$ cat src/rtl/pll_reset_ctrl_pkg.sv
// Shared types and sizing helpers for the PLL reset sequencer.
package pll_rst_pkg;

    typedef enum logic [1:0] {
        PLL_RST   = 2'd0,
        WAIT_LOCK = 2'd1,
        STABLE    = 2'd2,
        RUN       = 2'd3
    } pll_state_e;

    localparam int RELOCK_W = 8;

    // Width of the shared state counter; it only ever has to reach the largest phase length minus one.
    function automatic int cnt_width(input int rst_cycles, input int lock_timeout, input int stable_cycles);
        int m;
        m = (rst_cycles > lock_timeout) ? rst_cycles : lock_timeout;
        m = (stable_cycles > m) ? stable_cycles : m;
        return (m > 1) ? $clog2(m) : 1;
    endfunction

endpackage

$ cat src/rtl/pll_reset_ctrl_if.sv
// PLL-facing and system-facing signals of the reset sequencer.
interface pll_reset_ctrl_if;
    import pll_rst_pkg::*;

    logic                pll_lock;
    logic                pll_reset;
    logic                sys_reset;
    logic                ready;
    logic                lock_fail;
    logic [RELOCK_W-1:0] relock_cnt;

    modport master (
        input  pll_lock,
        output pll_reset, sys_reset, ready, lock_fail, relock_cnt
    );

    modport slave (
        output pll_lock,
        input  pll_reset, sys_reset, ready, lock_fail, relock_cnt
    );

endinterface

$ cat src/rtl/pll_reset_ctrl_lock_sync.sv
// Two-flop synchronizer bringing the asynchronous PLL LOCK into the clkin domain.
module lock_sync (
    input  logic clkin,
    input  logic reset,
    input  logic async_i,
    output logic sync_o
);

    logic meta_q;
    logic sync_q;

    // Metastability filter; cleared to "unlocked" by reset.
    always_ff @(posedge clkin or posedge reset) begin
        if (reset) begin
            meta_q <= 1'b0;
            sync_q <= 1'b0;
        end else begin
            meta_q <= async_i;
            sync_q <= meta_q;
        end
    end

    assign sync_o = sync_q;

endmodule

$ cat src/rtl/pll_reset_ctrl.sv
// PLL reset sequencer and lock monitor. Optional RUN-state loss filter: define
// PLL_RST_CTRL_LOSS_FILTER_EN to require LOSS_FILTER consecutive low lock samples.
module pll_reset_ctrl
    import pll_rst_pkg::*;
#(
    parameter int RST_CYCLES    = 16,
    parameter int LOCK_TIMEOUT  = 65536,
    parameter int STABLE_CYCLES = 1024,
    parameter int MAX_RETRY     = 8,
    parameter int LOSS_FILTER   = 4
) (
    input  logic              clkin,
    input  logic              reset,
    pll_reset_ctrl_if.master  bus
);

    localparam int CNT_W   = cnt_width(RST_CYCLES, LOCK_TIMEOUT, STABLE_CYCLES);
    localparam int RETRY_W = (MAX_RETRY > 0) ? $clog2(MAX_RETRY + 1) : 1;

    localparam logic [CNT_W-1:0]    RST_LAST    = CNT_W'(RST_CYCLES - 1);
    localparam logic [CNT_W-1:0]    TO_LAST     = CNT_W'(LOCK_TIMEOUT - 1);
    localparam logic [CNT_W-1:0]    STABLE_LAST = CNT_W'(STABLE_CYCLES - 1);
    localparam logic [RETRY_W-1:0]  RETRY_MAX   = RETRY_W'(MAX_RETRY);
    localparam logic [RELOCK_W-1:0] RELOCK_MAX  = {RELOCK_W{1'b1}};

    pll_state_e          state_q, state_d;
    logic [CNT_W-1:0]    cnt_q, cnt_d;
    logic [RETRY_W-1:0]  retry_q, retry_d;
    logic [RELOCK_W-1:0] relock_q, relock_d;
    logic                lock_fail_q, lock_fail_d;
    logic                pll_reset_q, pll_reset_d;
    logic                sys_reset_q, sys_reset_d;
    logic                ready_q, ready_d;
    logic                lock_s;
    logic                loss_s;
    logic                timeout_s;

    lock_sync u_lock_sync (
        .clkin   (clkin),
        .reset   (reset),
        .async_i (bus.pll_lock),
        .sync_o  (lock_s)
    );

`ifdef PLL_RST_CTRL_LOSS_FILTER_EN
    localparam int FILT_W = (LOSS_FILTER > 1) ? $clog2(LOSS_FILTER) : 1;
    localparam logic [FILT_W-1:0] FILT_LAST = FILT_W'(LOSS_FILTER - 1);

    logic [FILT_W-1:0] filt_q, filt_d;

    // Length of the current run of low lock samples while running.
    always_comb begin
        filt_d = {FILT_W{1'b0}};
        if ((state_q == RUN) && !lock_s && (filt_q != FILT_LAST)) begin
            filt_d = filt_q + 1'b1;
        end else begin
            filt_d = {FILT_W{1'b0}};
        end
    end

    // Loss filter run-length register.
    always_ff @(posedge clkin or posedge reset) begin
        if (reset) begin
            filt_q <= {FILT_W{1'b0}};
        end else begin
            filt_q <= filt_d;
        end
    end

    assign loss_s = (state_q == RUN) && !lock_s && (filt_q == FILT_LAST);
`else
    logic [31:0] loss_filter_unused_s;
    assign loss_filter_unused_s = 32'(LOSS_FILTER);
    assign loss_s = (state_q == RUN) && !lock_s;
`endif

    // State, shared counter and statistics registers.
    always_ff @(posedge clkin or posedge reset) begin
        if (reset) begin
            state_q     <= PLL_RST;
            cnt_q       <= {CNT_W{1'b0}};
            retry_q     <= {RETRY_W{1'b0}};
            relock_q    <= {RELOCK_W{1'b0}};
            lock_fail_q <= 1'b0;
        end else begin
            state_q     <= state_d;
            cnt_q       <= cnt_d;
            retry_q     <= retry_d;
            relock_q    <= relock_d;
            lock_fail_q <= lock_fail_d;
        end
    end

    // Next-state logic; a lock arriving on the timeout cycle takes priority.
    always_comb begin
        state_d   = state_q;
        timeout_s = 1'b0;
        case (state_q)
            PLL_RST: begin
                if (cnt_q == RST_LAST) state_d = WAIT_LOCK;
                else                   state_d = PLL_RST;
            end
            WAIT_LOCK: begin
                if (lock_s) begin
                    state_d = STABLE;
                end else if (cnt_q == TO_LAST) begin
                    state_d   = PLL_RST;
                    timeout_s = 1'b1;
                end else begin
                    state_d = WAIT_LOCK;
                end
            end
            STABLE: begin
                if (!lock_s)                   state_d = WAIT_LOCK;
                else if (cnt_q == STABLE_LAST) state_d = RUN;
                else                           state_d = STABLE;
            end
            RUN: begin
                if (loss_s) state_d = PLL_RST;
                else        state_d = RUN;
            end
            default: state_d = PLL_RST;
        endcase

        // Counter restarts on every state entry and idles in RUN.
        if ((state_d != state_q) || (state_q == RUN)) cnt_d = {CNT_W{1'b0}};
        else                                          cnt_d = cnt_q + 1'b1;

        if ((state_q == STABLE) && (state_d == RUN))       retry_d = {RETRY_W{1'b0}};
        else if (timeout_s && (retry_q != RETRY_MAX))      retry_d = retry_q + 1'b1;
        else                                               retry_d = retry_q;

        if (loss_s && (relock_q != RELOCK_MAX)) relock_d = relock_q + 1'b1;
        else                                    relock_d = relock_q;

        lock_fail_d = lock_fail_q | (retry_d == RETRY_MAX);
    end

    // Output decode from the next state so outputs change with the state register.
    always_comb begin
        pll_reset_d = 1'b1;
        sys_reset_d = 1'b1;
        ready_d     = 1'b0;
        case (state_d)
            PLL_RST:   begin pll_reset_d = 1'b1; sys_reset_d = 1'b1; ready_d = 1'b0; end
            WAIT_LOCK: begin pll_reset_d = 1'b0; sys_reset_d = 1'b1; ready_d = 1'b0; end
            STABLE:    begin pll_reset_d = 1'b0; sys_reset_d = 1'b1; ready_d = 1'b0; end
            RUN:       begin pll_reset_d = 1'b0; sys_reset_d = 1'b0; ready_d = 1'b1; end
            default:   begin pll_reset_d = 1'b1; sys_reset_d = 1'b1; ready_d = 1'b0; end
        endcase
    end

    // Registered outputs.
    always_ff @(posedge clkin or posedge reset) begin
        if (reset) begin
            pll_reset_q <= 1'b1;
            sys_reset_q <= 1'b1;
            ready_q     <= 1'b0;
        end else begin
            pll_reset_q <= pll_reset_d;
            sys_reset_q <= sys_reset_d;
            ready_q     <= ready_d;
        end
    end

    assign bus.pll_reset  = pll_reset_q;
    assign bus.sys_reset  = sys_reset_q;
    assign bus.ready      = ready_q;
    assign bus.lock_fail  = lock_fail_q;
    assign bus.relock_cnt = relock_q;

endmodule

$ cat src/flat_wrapper.sv
// flat-port wrapper written by rule: the top's interface ports become plain ports
module pll_reset_ctrl_flat import pll_rst_pkg::*;
#(
    parameter int RST_CYCLES    = 16,
    parameter int LOCK_TIMEOUT  = 65536,
    parameter int STABLE_CYCLES = 1024,
    parameter int MAX_RETRY     = 8,
    parameter int LOSS_FILTER   = 4
)
  (clkin, reset, bus_pll_lock, bus_pll_reset, bus_sys_reset, bus_ready, bus_lock_fail, bus_relock_cnt);
  pll_reset_ctrl_if bus_i ();
  input  logic clkin;
  input  logic reset;
  input wire logic [$bits(bus_i.pll_lock)-1:0] bus_pll_lock;
  output wire logic [$bits(bus_i.pll_reset)-1:0] bus_pll_reset;
  output wire logic [$bits(bus_i.sys_reset)-1:0] bus_sys_reset;
  output wire logic [$bits(bus_i.ready)-1:0] bus_ready;
  output wire logic [$bits(bus_i.lock_fail)-1:0] bus_lock_fail;
  output wire logic [$bits(bus_i.relock_cnt)-1:0] bus_relock_cnt;
  assign bus_i.pll_lock = bus_pll_lock;
  assign bus_pll_reset = bus_i.pll_reset;
  assign bus_sys_reset = bus_i.sys_reset;
  assign bus_ready = bus_i.ready;
  assign bus_lock_fail = bus_i.lock_fail;
  assign bus_relock_cnt = bus_i.relock_cnt;
  pll_reset_ctrl #(.RST_CYCLES(RST_CYCLES), .LOCK_TIMEOUT(LOCK_TIMEOUT), .STABLE_CYCLES(STABLE_CYCLES), .MAX_RETRY(MAX_RETRY), .LOSS_FILTER(LOSS_FILTER)) u_core (.clkin(clkin), .reset(reset), .bus(bus_i));
endmodule
$ cat config.mk
export PLATFORM = sky130hd
export DESIGN_NAME = pll_reset_ctrl_flat
export DESIGN_NICKNAME = d
export VERILOG_FILES = /design/src/rtl/pll_reset_ctrl_pkg.sv /design/src/rtl/pll_reset_ctrl_if.sv /design/src/rtl/pll_reset_ctrl_lock_sync.sv /design/src/rtl/pll_reset_ctrl.sv /design/src/flat_wrapper.sv
export SDC_FILE = /design/constraint.sdc
export NUM_CORES = 1
export LEC_CHECK = 0
export CAP_MARGIN = 20
export CORE_MARGIN = 8
export CORE_UTILIZATION = 30
export CTS_CLUSTER_SIZE = 25
export DETAILED_ROUTE_END_ITERATION = 8
export GPL_TIMING_DRIVEN = 0
export PLACE_DENSITY = 0.55
export SLEW_MARGIN = 40
export SYNTH_ARGS = -nofsm -noshare
export SYNTH_HDL_FRONTEND = slang
export SYNTH_SLANG_ARGS = --single-unit
$ cat constraint.sdc
create_clock -name clkin -period 3.4 [get_ports clkin]
set_input_delay 0.68 -clock clkin [delete_from_list [all_inputs] [get_ports clkin]]
set_output_delay 0.68 -clock clkin [all_outputs]
set_load 0.01 [all_outputs]
==> summary.txt, run 1 <==
Synth
  • Yosys reg bits: 36
  • Mean Syn Cell Area: 11.1 µm²
  • Netlist Area Pre-Place: 1830 µm²
  • Register area share after synthesis: roughly half
  • Top cell type's share of synthesized area: 46.4%
  • Ys flop type: dfrtp_1
  • Top cell type by total area after synthesis: dfrtp_1
  • Synth cell types: 38
  • Post-synth EDFFs: 0
  • Synth Net Count: 172
  • Cells after Synth: 165
  • Ys async rst share: 100%
  • Synth top area cells: dfrtp_1, xor2_1, a21oi_2, xnor2_1, dfstp_2
  • Yosys Warn Count: 0

STA
  • Final WS setup: 1250 ps
  • RSZ-0062 raised after global routing: false
  • Final critical-path required period: roughly 2200 ps
  • Setup tns final: 0 ps
  • Count of final hold-check violations: 0
  • Hold WS: 360 ps
  • Clk_skew: 5.71 ps
  • Crit share post-route: 63.3%
  • Worst rel slew slack: between 60% and 70%
  • Slew Limit Fails: 0
  • Fmax: 0.465 GHz
  • Setup-failing EPs final: 0
  • Worst-Margin Slew: 541 ps

Finish
  • Final #Nets: between 150 and 200
  • Fraction of layout cells with a size suffix above 1: 18.1%
  • Commonest non-fill, non-tap cell in the layout: dfrtp_1
  • Commonest cells after routing, fill and taps aside: dfrtp_1, xor2_1, clkdlybuf4s50_1, nand2_1
  • Number of diodes: 0
  • Area delta synth->final: 20.7%

GRT
  • Vias in the first global route: 1214
  • Congestion Overflow GR: 0
  • Initial antenna violation count: 0
  • First-pass GRT wire length: 5770 µm
  • Pin count of the biggest net entering global routing: 26
  • Gr usage total: 8.14%

Pwr
  • VDD IR max: 0.339 mV
  • Pwr Density: 574 nW/µm²
  • P_leak: approximately 0.96 nW
  • Final Power: 0.00127 W

Floorplan
  • Initial Util: 31.0%
  • Core box area: between 5000 and 6000 µm²
  • Chip height: 94.2 µm
  • Rows: 28
  • Ports: 15
  • Die ar.: 8870 µm²
  • Die Span X: 94.2 µm

Placement
  • RD Place Congestion: 0.768
  • Pre-CTS setup slack: 1230 ps
  • HPWL after DPL: 2460 µm
  • PortBufs: 14

Clocking
  • Clock buffer depth: 2
  • Hold_buf cts: 0
  • CTS tree: yes
  • Clk sinks: 36
  • CTS clk-pin slew, worst paths: 80 ps
  • Worst-Skew Late Latency: around 280 ps
  • Setup bufs post-CTS: 0
  • H-Tree Depth: 2
  • Num CTS Buffers: 5
  • Post_cts resized: 0
  • Clock Tree Root: clkbuf_8

Routing
  • Drt via density: around 4.9
  • First DRT Iteration DRCs: 36
  • Pre-Repair DR Iteration Count: 4
  • Final ANT Viol Nets: 0
  • Drt total wl: ~3400 µm
  • Via count: 1276
  • WL/cell: roughly 13 µm
  • DRC viols: 0

Setup path
  • Worst EP required: 3560 ps
  • Critical Path Slowest Stage Cell: or4_1
  • CP delay by family, top: simple AND/OR/NAND/NOR gates
  • Reg-to-reg setup timing slack: between 1000 and 1500 ps
  • Critical Path End Type: flip-flop
  • Startpoint types: flip-flop
  • Critical path, cell by cell: or4_1 > nor4_1 > a21oi_1 > o21ai_4 > buf_8 > a21oi_2
  • Crit path DAT: 2310 ps
  • Peak fanout along the critical path: 10
  • Bufs and invs on worst path: 1
  • Path type of the worst setup path: flip-flop to flip-flop
  • CP peak stage delay: 540 ps

Outcome
  • Run status: completed

Flow run
  • Max Cap Viol: 0

Min path
  • Hold Crit Class: flip-flop to flip-flop
==> state kept, by name (all words and copies together) (netlist names) <==
| register | cells |
|---|---|
| u_core.bus.ready | 1 |
| u_core.bus.lock_fail | 1 |
| u_core.bus.sys_reset | 1 |
| u_core.retry_q | 4 |
| u_core.cnt_q | 16 |
| u_core.bus.pll_reset | 1 |
| u_core.u_lock_sync.sync_o | 1 |
| u_core.state_q | 2 |
| u_core.bus.relock_cnt | 8 |
| u_core.u_lock_sync.meta_q | 1 |
==> logic make-up after synthesis <==
family                   after synthesis  share of synthesized area (%)
multiplexers                           2                           1.23
XOR/XNOR                              24                           11.5
AO/OA/AOI/OAI                         31                           13.6
AND/OR/NAND/NOR                       58                           19.0
flip-flops                            36                           49.2
adder cells (fa/ha/maj)                4                           2.73
buffers and inverters                 10                           2.73
==> where the power goes <==
group	switching [W]	total, W	internal (W)
clock network	0.000157	0.000416	0.000259
registers	0.0000638	0.000551	0.000487
logic	0.000163	0.000304	0.000141
==> area by class of cell <==
class                      instances  area, µm²
clock inverter                     1       30.0
tap                               75       93.8
inverter                           8       30.0
fill                             599       3710
buffer                             2       20.0
sequential                        36        903
timing repair buffer              15        160
multi-input combinational        119        881
clock buffer                       7       96.3
==> stage by stage <==
step | instances | cell area [µm²] | util (%)
floorplan | 165 | 1830 | -
global placement | 254 | 2070 | 34.9
detailed placement | 255 | 2090 | 35.3
CTS | 263 | 2210 | 37.4
global route | 263 | 2210 | 37.4
finish | 263 | 2210 | 37.4
==> metal layers <==
layer / share of wire (%) / vias to the layer above / track usage [%]
li1: - / 625 / -
met1: 49 / 631 / 10.6
met2: 47 / 16 / 12.4
met3: 2.5 / 4 / 1.92
met4: 1.4 / 0 / 3.57
met5: 0 / - / 0
==> final timing paths <==
| kind | from | end | depth (start not counted) |
|---|---|---|---|
| setup reg to reg | u_core.cnt_q[4]$_DFF_PP0_ | u_core.cnt_q[8]$_DFF_PP0_ | 6 |
| setup / recovery | u_core.cnt_q[4]$_DFF_PP0_ | u_core.cnt_q[8]$_DFF_PP0_ | 6 |
| min in group asynchronous | reset | u_core.cnt_q[4]$_DFF_PP0_ | 2 |
| hold / removal | u_core.u_lock_sync.meta_q$_DFF_PP0_ | u_core.u_lock_sync.sync_o$_DFF_PP0_ | 0 |
| hold reg to reg | u_core.u_lock_sync.meta_q$_DFF_PP0_ | u_core.u_lock_sync.sync_o$_DFF_PP0_ | 0 |
| max in group asynchronous | reset | u_core.bus.pll_reset$_DFF_PP1_ | 3 |
==> worst reg2reg max path: stages (launching register included) <==
cell and delay, ps:
dfrtp_1 460, or4_1 540, nor4_1 260, a21oi_1 190
o21ai_4 300, buf_8 200, a21oi_2 70
==> cells in the mapped netlist, types with 2 or more instances <==
library cell	number
dfrtp_1	34
xor2_1	15
nand2_1	11
a21oi_2	10
nand3_1	10
nor2_1	10
a21oi_1	9
xnor2_1	9
inv_1	8
and3_1	6
nand4_1	6
ha_1	4
and4_1	2
dfstp_2	2
mux2_2	2
nor3_2	2
nor3b_1	2
o21a_1	2
or4_1	2
(Power assumes the default switching activity.)
==> run 2, diff against run 1 <==
==> constraint.sdc (replaced) <==
create_clock -name clkin -period 2 [get_ports clkin]
set_input_delay 0.4 -clock clkin [delete_from_list [all_inputs] [get_ports clkin]]
set_output_delay 0.4 -clock clkin [all_outputs]
set_load 0.01 [all_outputs]
==> summary.txt, run 2 (synthesis gave the netlist of run 1 again) <==
Floorplan
  • Die ar.: 8870 µm²
  • Chip height: 94.2 µm
  • Rows: 28
  • Ports: 15
  • Core box area: 5920 µm²
  • Initial Util: 31.0%
  • Die Span X: 94.2 µm

Routing
  • Pre-Repair DR Iteration Count: 4
  • Drt via density: 4.78
  • Drt total wl: between 3000 and 4000 µm
  • WL/cell: 12.7 µm
  • DRC viols: 0
  • Via count: around 1300
  • Final ANT Viol Nets: 0
  • First DRT Iteration DRCs: 47

STA
  • Clk_skew: approximately 6.3 ps
  • Hold WS: roughly 360 ps
  • Worst-Margin Slew: 415 ps
  • Worst rel slew slack: 72.3%
  • Setup-failing EPs final: 0
  • Count of final hold-check violations: 0
  • Final WS setup: 89.9 ps
  • Final critical-path required period: ~1900 ps
  • Setup tns final: 0 ps
  • Fmax: 0.524 GHz
  • Slew Limit Fails: 0
  • Crit share post-route: 95.5%

GRT
  • Initial antenna violation count: 0
  • Vias in the first global route: between 1000 and 1500
  • Gr usage total: 8.14%
  • Pin count of the biggest net entering global routing: 26
  • First-pass GRT wire length: ~5800 µm
  • Congestion Overflow GR: 0

Setup path
  • Critical Path Slowest Stage Cell: or4_1
  • Critical Path Stages: 6
  • Critical Path End Type: flip-flop
  • Bufs and invs on worst path: 1
  • Path type of the worst setup path: flip-flop to flip-flop
  • R2r worst-path depth: 6
  • Peak fanout along the critical path: 10
  • CP peak stage delay: 570 ps
  • Startpoint types: flip-flop
  • Worst EP required: ~2200 ps
  • CP delay by family, top: simple AND/OR/NAND/NOR gates
  • Crit path DAT: between 2000 and 2500 ps
  • Critical path, cell by cell: or4_1 > nor3_4 > a21oi_1 > nand3_2 > buf_6 > a21oi_2

Flow run
  • Max Cap Viol: 0

Min path
  • Min-Delay Path Depth: 0
  • Hold Crit Class: flip-flop to flip-flop

Finish
  • Fraction of layout cells with a size suffix above 1: 22.8%
  • Final #Nets: 199
  • Register Area: 905 µm²
  • Area delta synth->final: 25.9%
  • Most flop-heavy register: u_core.cnt_q
  • Layout fillers: 587
  • Commonest non-fill, non-tap cell in the layout: dfrtp_1
  • Max reg flops: 16
  • Number of diodes: 0
  • Area of the multi-input gates: 931 µm²
  • Core Util, Final: 39.0%
  • Design Area, Final: 2310 µm²
  • Commonest cells after routing, fill and taps aside: dfrtp_1, xor2_1, clkdlybuf4s50_1, nand2_1, a21oi_2

Clocking
  • H-Tree Depth: 2
  • Clock buffer depth: 2
  • Num CTS Buffers: 5
  • CTS clk-pin slew, worst paths: about 80 ps
  • Clock Tree Root: clkbuf_8
  • Clk sinks: 36
  • Worst-Skew Late Latency: between 200 and 300 ps
  • CTS tree: yes

Placement
  • RD Place Congestion: ~0.77
  • Pre-CTS setup slack: -171 ps
  • HPWL after DPL: 2460 µm
  • PortBufs: 14
  • Placed cell area: 2090 µm²

Pwr
  • P_leak: about 1.0 nW
  • VDD IR max: 0.582 mV
  • Pwr Density: 955 nW/µm²

Outcome
  • Run status: completed
## run 2: cell count changes in the layout (fill, tap and decap cells not counted), sizes merged
cell and delta:
buf +5
## run 2: stage by stage
stage,std cells,total power (W)
floorplan,165,0.00128
global placement,254,0.00147
detailed placement,255,0.00147
CTS,265,0.00221
global route,268,0.00233
finish,268,0.00221
## run 2: per-layer routing
metal  GRT usage [%]  vias to the layer above  wire (µm)
met5               0                        -          0
met4            3.57                        0         49
met3            1.92                        4         83
met2            12.5                       14       1650
met1            10.6                      626       1630
li1                -                      637          -
## run 2: cell type report
type | instances | share of cell area [%]
Multi-Input combinational cell | 119 | 40.3
Sequential cell | 36 | 39.2
Timing Repair Buffer | 20 | 8.56
Clock buffer | 7 | 4.17
Tap cell | 75 | 4.06
Clock inverter | 1 | 1.30
Inverter | 8 | 1.30
Buffer | 2 | 1.14
## run 2: report_power, final
group	leakage, nW	internal (W)	total (W)	switching, W
combinational	0.472	0.000275	0.000561	0.000286
sequential	0.479	0.000827	0.000939	0.000111
clock	0.0645	0.000440	0.000708	0.000267
total	1.01	0.00154	0.00221	0.000665
## run 2: final timing paths
check                                                    start                             endpoint  slack, ps
max                                 u_core.cnt_q[12]$_DFF_PP0_           u_core.cnt_q[14]$_DFF_PP0_         90
min                        u_core.u_lock_sync.meta_q$_DFF_PP0_  u_core.u_lock_sync.sync_o$_DFF_PP0_        360
max reg2reg                         u_core.cnt_q[12]$_DFF_PP0_           u_core.cnt_q[14]$_DFF_PP0_         90
min reg2reg                u_core.u_lock_sync.meta_q$_DFF_PP0_  u_core.u_lock_sync.sync_o$_DFF_PP0_        360
max in group asynchronous                                reset       u_core.bus.sys_reset$_DFF_PP1_       1130
min in group asynchronous                                reset            u_core.cnt_q[4]$_DFF_PP0_        370
## run 2: what timing repair did
| action | in CTS | in global routing |
|---|---|---|
| setup buffers | 2 | 3 |
| hold buffers | 0 | 0 |
| pin swaps | 2 | 4 |
| setup endpoints to repair | 17 | 21 |
| gates resized for setup | 3 | 8 |
## run 2: worst reg2reg max path, stage by stage, from the launching register on
cell and delay [ps]:
dfrtp_1 420, or4_1 570, nor3_4 220, a21oi_1 150
nand3_2 180, buf_6 200, a21oi_2 70
==> run 3, diff against run 2 <==
--- a/config.mk
+++ b/config.mk
@@ -6,7 +6,7 @@
 export NUM_CORES = 1
 export LEC_CHECK = 0
 export CAP_MARGIN = 20
-export CORE_MARGIN = 8
+export CORE_ASPECT_RATIO = 1.1
 export CORE_UTILIZATION = 30
 export CTS_CLUSTER_SIZE = 25
 export DETAILED_ROUTE_END_ITERATION = 8
==> summary.txt, run 3 (synthesis gave the netlist of run 1 again) <==
Finish
  • Fraction of layout cells with a size suffix above 1: 26.6%
  • Commonest cells after routing, fill and taps aside: dfrtp_1, xor2_1, clkdlybuf4s50_1, a21oi_2
  • Max reg flops: 16
  • Number of diodes: 0
  • Commonest non-fill, non-tap cell in the layout: dfrtp_1
  • Post-Layout Cell Count: 276
  • Area delta synth->final: 29.7%
  • Most flop-heavy register: u_core.cnt_q
  • Final #Nets: 205

Routing
  • Drt total wl: 3460 µm
  • First DRT Iteration DRCs: 41
  • Final ANT Viol Nets: 0
  • Drt via density: 4.72
  • DRC viols: 0
  • Via count: 1302
  • WL/cell: 12.5 µm
  • Pre-Repair DR Iteration Count: 3

Pwr
  • Sw frac: 30.2%
  • Clock share of power: 31.5%
  • Switch Pwr: 0.000674 W
  • VDD IR max: 0.563 mV
  • Final Power: 0.00223 W
  • P_leak: 1.05 nW
  • Pwr Density: roughly 940 nW/µm²
  • Int Pwr: roughly 0.0016 W
  • Seq pwr share: 42.2%
  • Gate power share: about a quarter

Clocking
  • Worst-Skew Late Latency: 290 ps
  • Clock Tree Root: clkbuf_8
  • Clk sinks: 36
  • H-Tree Depth: 2
  • CTS clk-pin slew, worst paths: around 70 ps
  • Num CTS Buffers: 5
  • CTS tree: yes
  • Clock buffer depth: 2

Setup path
  • R2r worst-path depth: 6
  • Peak fanout along the critical path: 6
  • Critical Path Slowest Stage Cell: or4_4
  • Worst EP required: 2180 ps
  • Path type of the worst setup path: flip-flop to flip-flop
  • Crit path DAT: 2100 ps
  • CP peak stage delay: around 560 ps
  • Critical Path End Type: flip-flop
  • Critical path, cell by cell: or4_4 > nor3_4 > a21oi_2 > o21ai_4 > buf_4 > a21oi_1
  • Reg2reg end: u_core.cnt_q[4]$_DFF_PP0_
  • Startpoint types: flip-flop
  • Reg-to-reg setup timing slack: around 76 ps
  • Reg2reg start: u_core.cnt_q[13]$_DFF_PP0_

STA
  • Slew Limit Fails: 0
  • Count of final hold-check violations: 0
  • Worst rel slew slack: 72.6%
  • Worst-Margin Slew: approximately 410 ps
  • Clk_skew: roughly 3.6 ps
  • Setup-failing EPs final: 0
  • Final critical-path required period: 1920 ps
  • Crit share post-route: 96.2%
  • Fmax: 0.520 GHz

GRT
  • Gr usage total: roughly an eighth
  • First-pass GRT wire length: 5980 µm
  • Vias in the first global route: ~1300
  • Pin count of the biggest net entering global routing: 22
  • Congestion Overflow GR: 0
  • Initial antenna violation count: 0

Min path
  • Hold Crit Class: flip-flop to flip-flop
  • Worst-case hold path end point: u_core.u_lock_sync.sync_o$_DFF_PP0_
  • Min-Delay Path Depth: 0
  • Hold_sp: u_core.u_lock_sync.meta_q$_DFF_PP0_

Flow run
  • Max Cap Viol: 0

Floorplan
  • Ports: 15
  • Chip height: 84.0 µm
  • Core box area: 5840 µm²
  • Rows: 29
  • Die ar.: around 6400 µm²
  • Initial Util: 31.4%
  • Die Span X: 76.6 µm

Placement
  • Placed cells: ~260
  • RD Place Congestion: 0.700
  • HPWL after DPL: 2330 µm
  • PortBufs: 14

Outcome
  • Run status: completed
## run 3: repair_timing
item	4_1_cts	5_1_grt
resized for setup	4	11
buffers inserted	1	10
setup endpoints to repair	18	19
hold buffers	0	0
pin swaps	2	5
cloned	0	0
## run 3: worst max-delay path by stage
stage / slack, ps / to / cells past startpoint / startpoint
2_1_floorplan: 140 / u_core.cnt_q[10]$_DFF_PP0_ / 6 / u_core.cnt_q[4]$_DFF_PP0_
3_3_place_gp: -160 / u_core.cnt_q[6]$_DFF_PP0_ / 6 / u_core.cnt_q[4]$_DFF_PP0_
3_5_place_dp: -180 / u_core.cnt_q[11]$_DFF_PP0_ / 6 / u_core.cnt_q[4]$_DFF_PP0_
4_1_cts: 20 / u_core.cnt_q[11]$_DFF_PP0_ / 6 / u_core.cnt_q[4]$_DFF_PP0_
5_1_grt: -10 / u_core.bus.lock_fail$_DFF_PP0_ / 7 / u_core.cnt_q[0]$_DFF_PP0_
6_report: 80 / u_core.cnt_q[4]$_DFF_PP0_ / 6 / u_core.cnt_q[13]$_DFF_PP0_
## run 3: stage by stage
| stage | TNS, ps | utilization [%] | hold slack (ps) | area [µm²] | setup WS, ps |
|---|---|---|---|---|---|
| 2_1_floorplan | 0 | - | 331 | 1830 | 140 |
| 3_3_place_gp | -3300 | 35.4 | 348 | 2070 | -156 |
| 3_5_place_dp | -1780 | 35.9 | 351 | 2100 | -178 |
| 4_1_cts | 0 | 38.7 | 369 | 2260 | 21.3 |
| 5_1_grt | -45.2 | 40.7 | 382 | 2380 | -12.9 |
| 6_report | 0 | 40.7 | 367 | 2380 | 75.8 |
## run 3: layout make-up
class / instances / area, µm²
Fill cell: 559 / 3460
Multi-Input combinational cell: 119 / 942
Sequential cell: 36 / 905
Timing Repair Buffer: 26 / 250
Clock buffer: 7 / 96.3
Tap cell: 77 / 96.3
Clock inverter: 1 / 30.0
Buffer: 2 / 30.0
Inverter: 8 / 30.0
## run 3: per-layer routing
layer	wire [µm]	GRT usage, %
met4	105	8.39
met5	0	0
met1	1630	15.5
met2	1640	17.9
met3	89	2.62
## run 3: power by group through the flow
stage          clock [W]  sequential [W]  combinational (W)
3_5_place_dp           0        0.000950           0.000526
3_3_place_gp           0        0.000949           0.000519
4_1_cts         0.000727        0.000937           0.000553
6_report        0.000703        0.000943           0.000585
5_1_grt         0.000763        0.000957           0.000645
2_1_floorplan          0        0.000951           0.000329
## run 3: critical path: cells and delay by family, from the launching register on
| kind | cells | cell delay [ps] |
|---|---|---|
| compound gates | 3 | 380 |
| flops | 1 | 410 |
| buf+inv | 1 | 180 |
| simple gates | 2 | 840 |
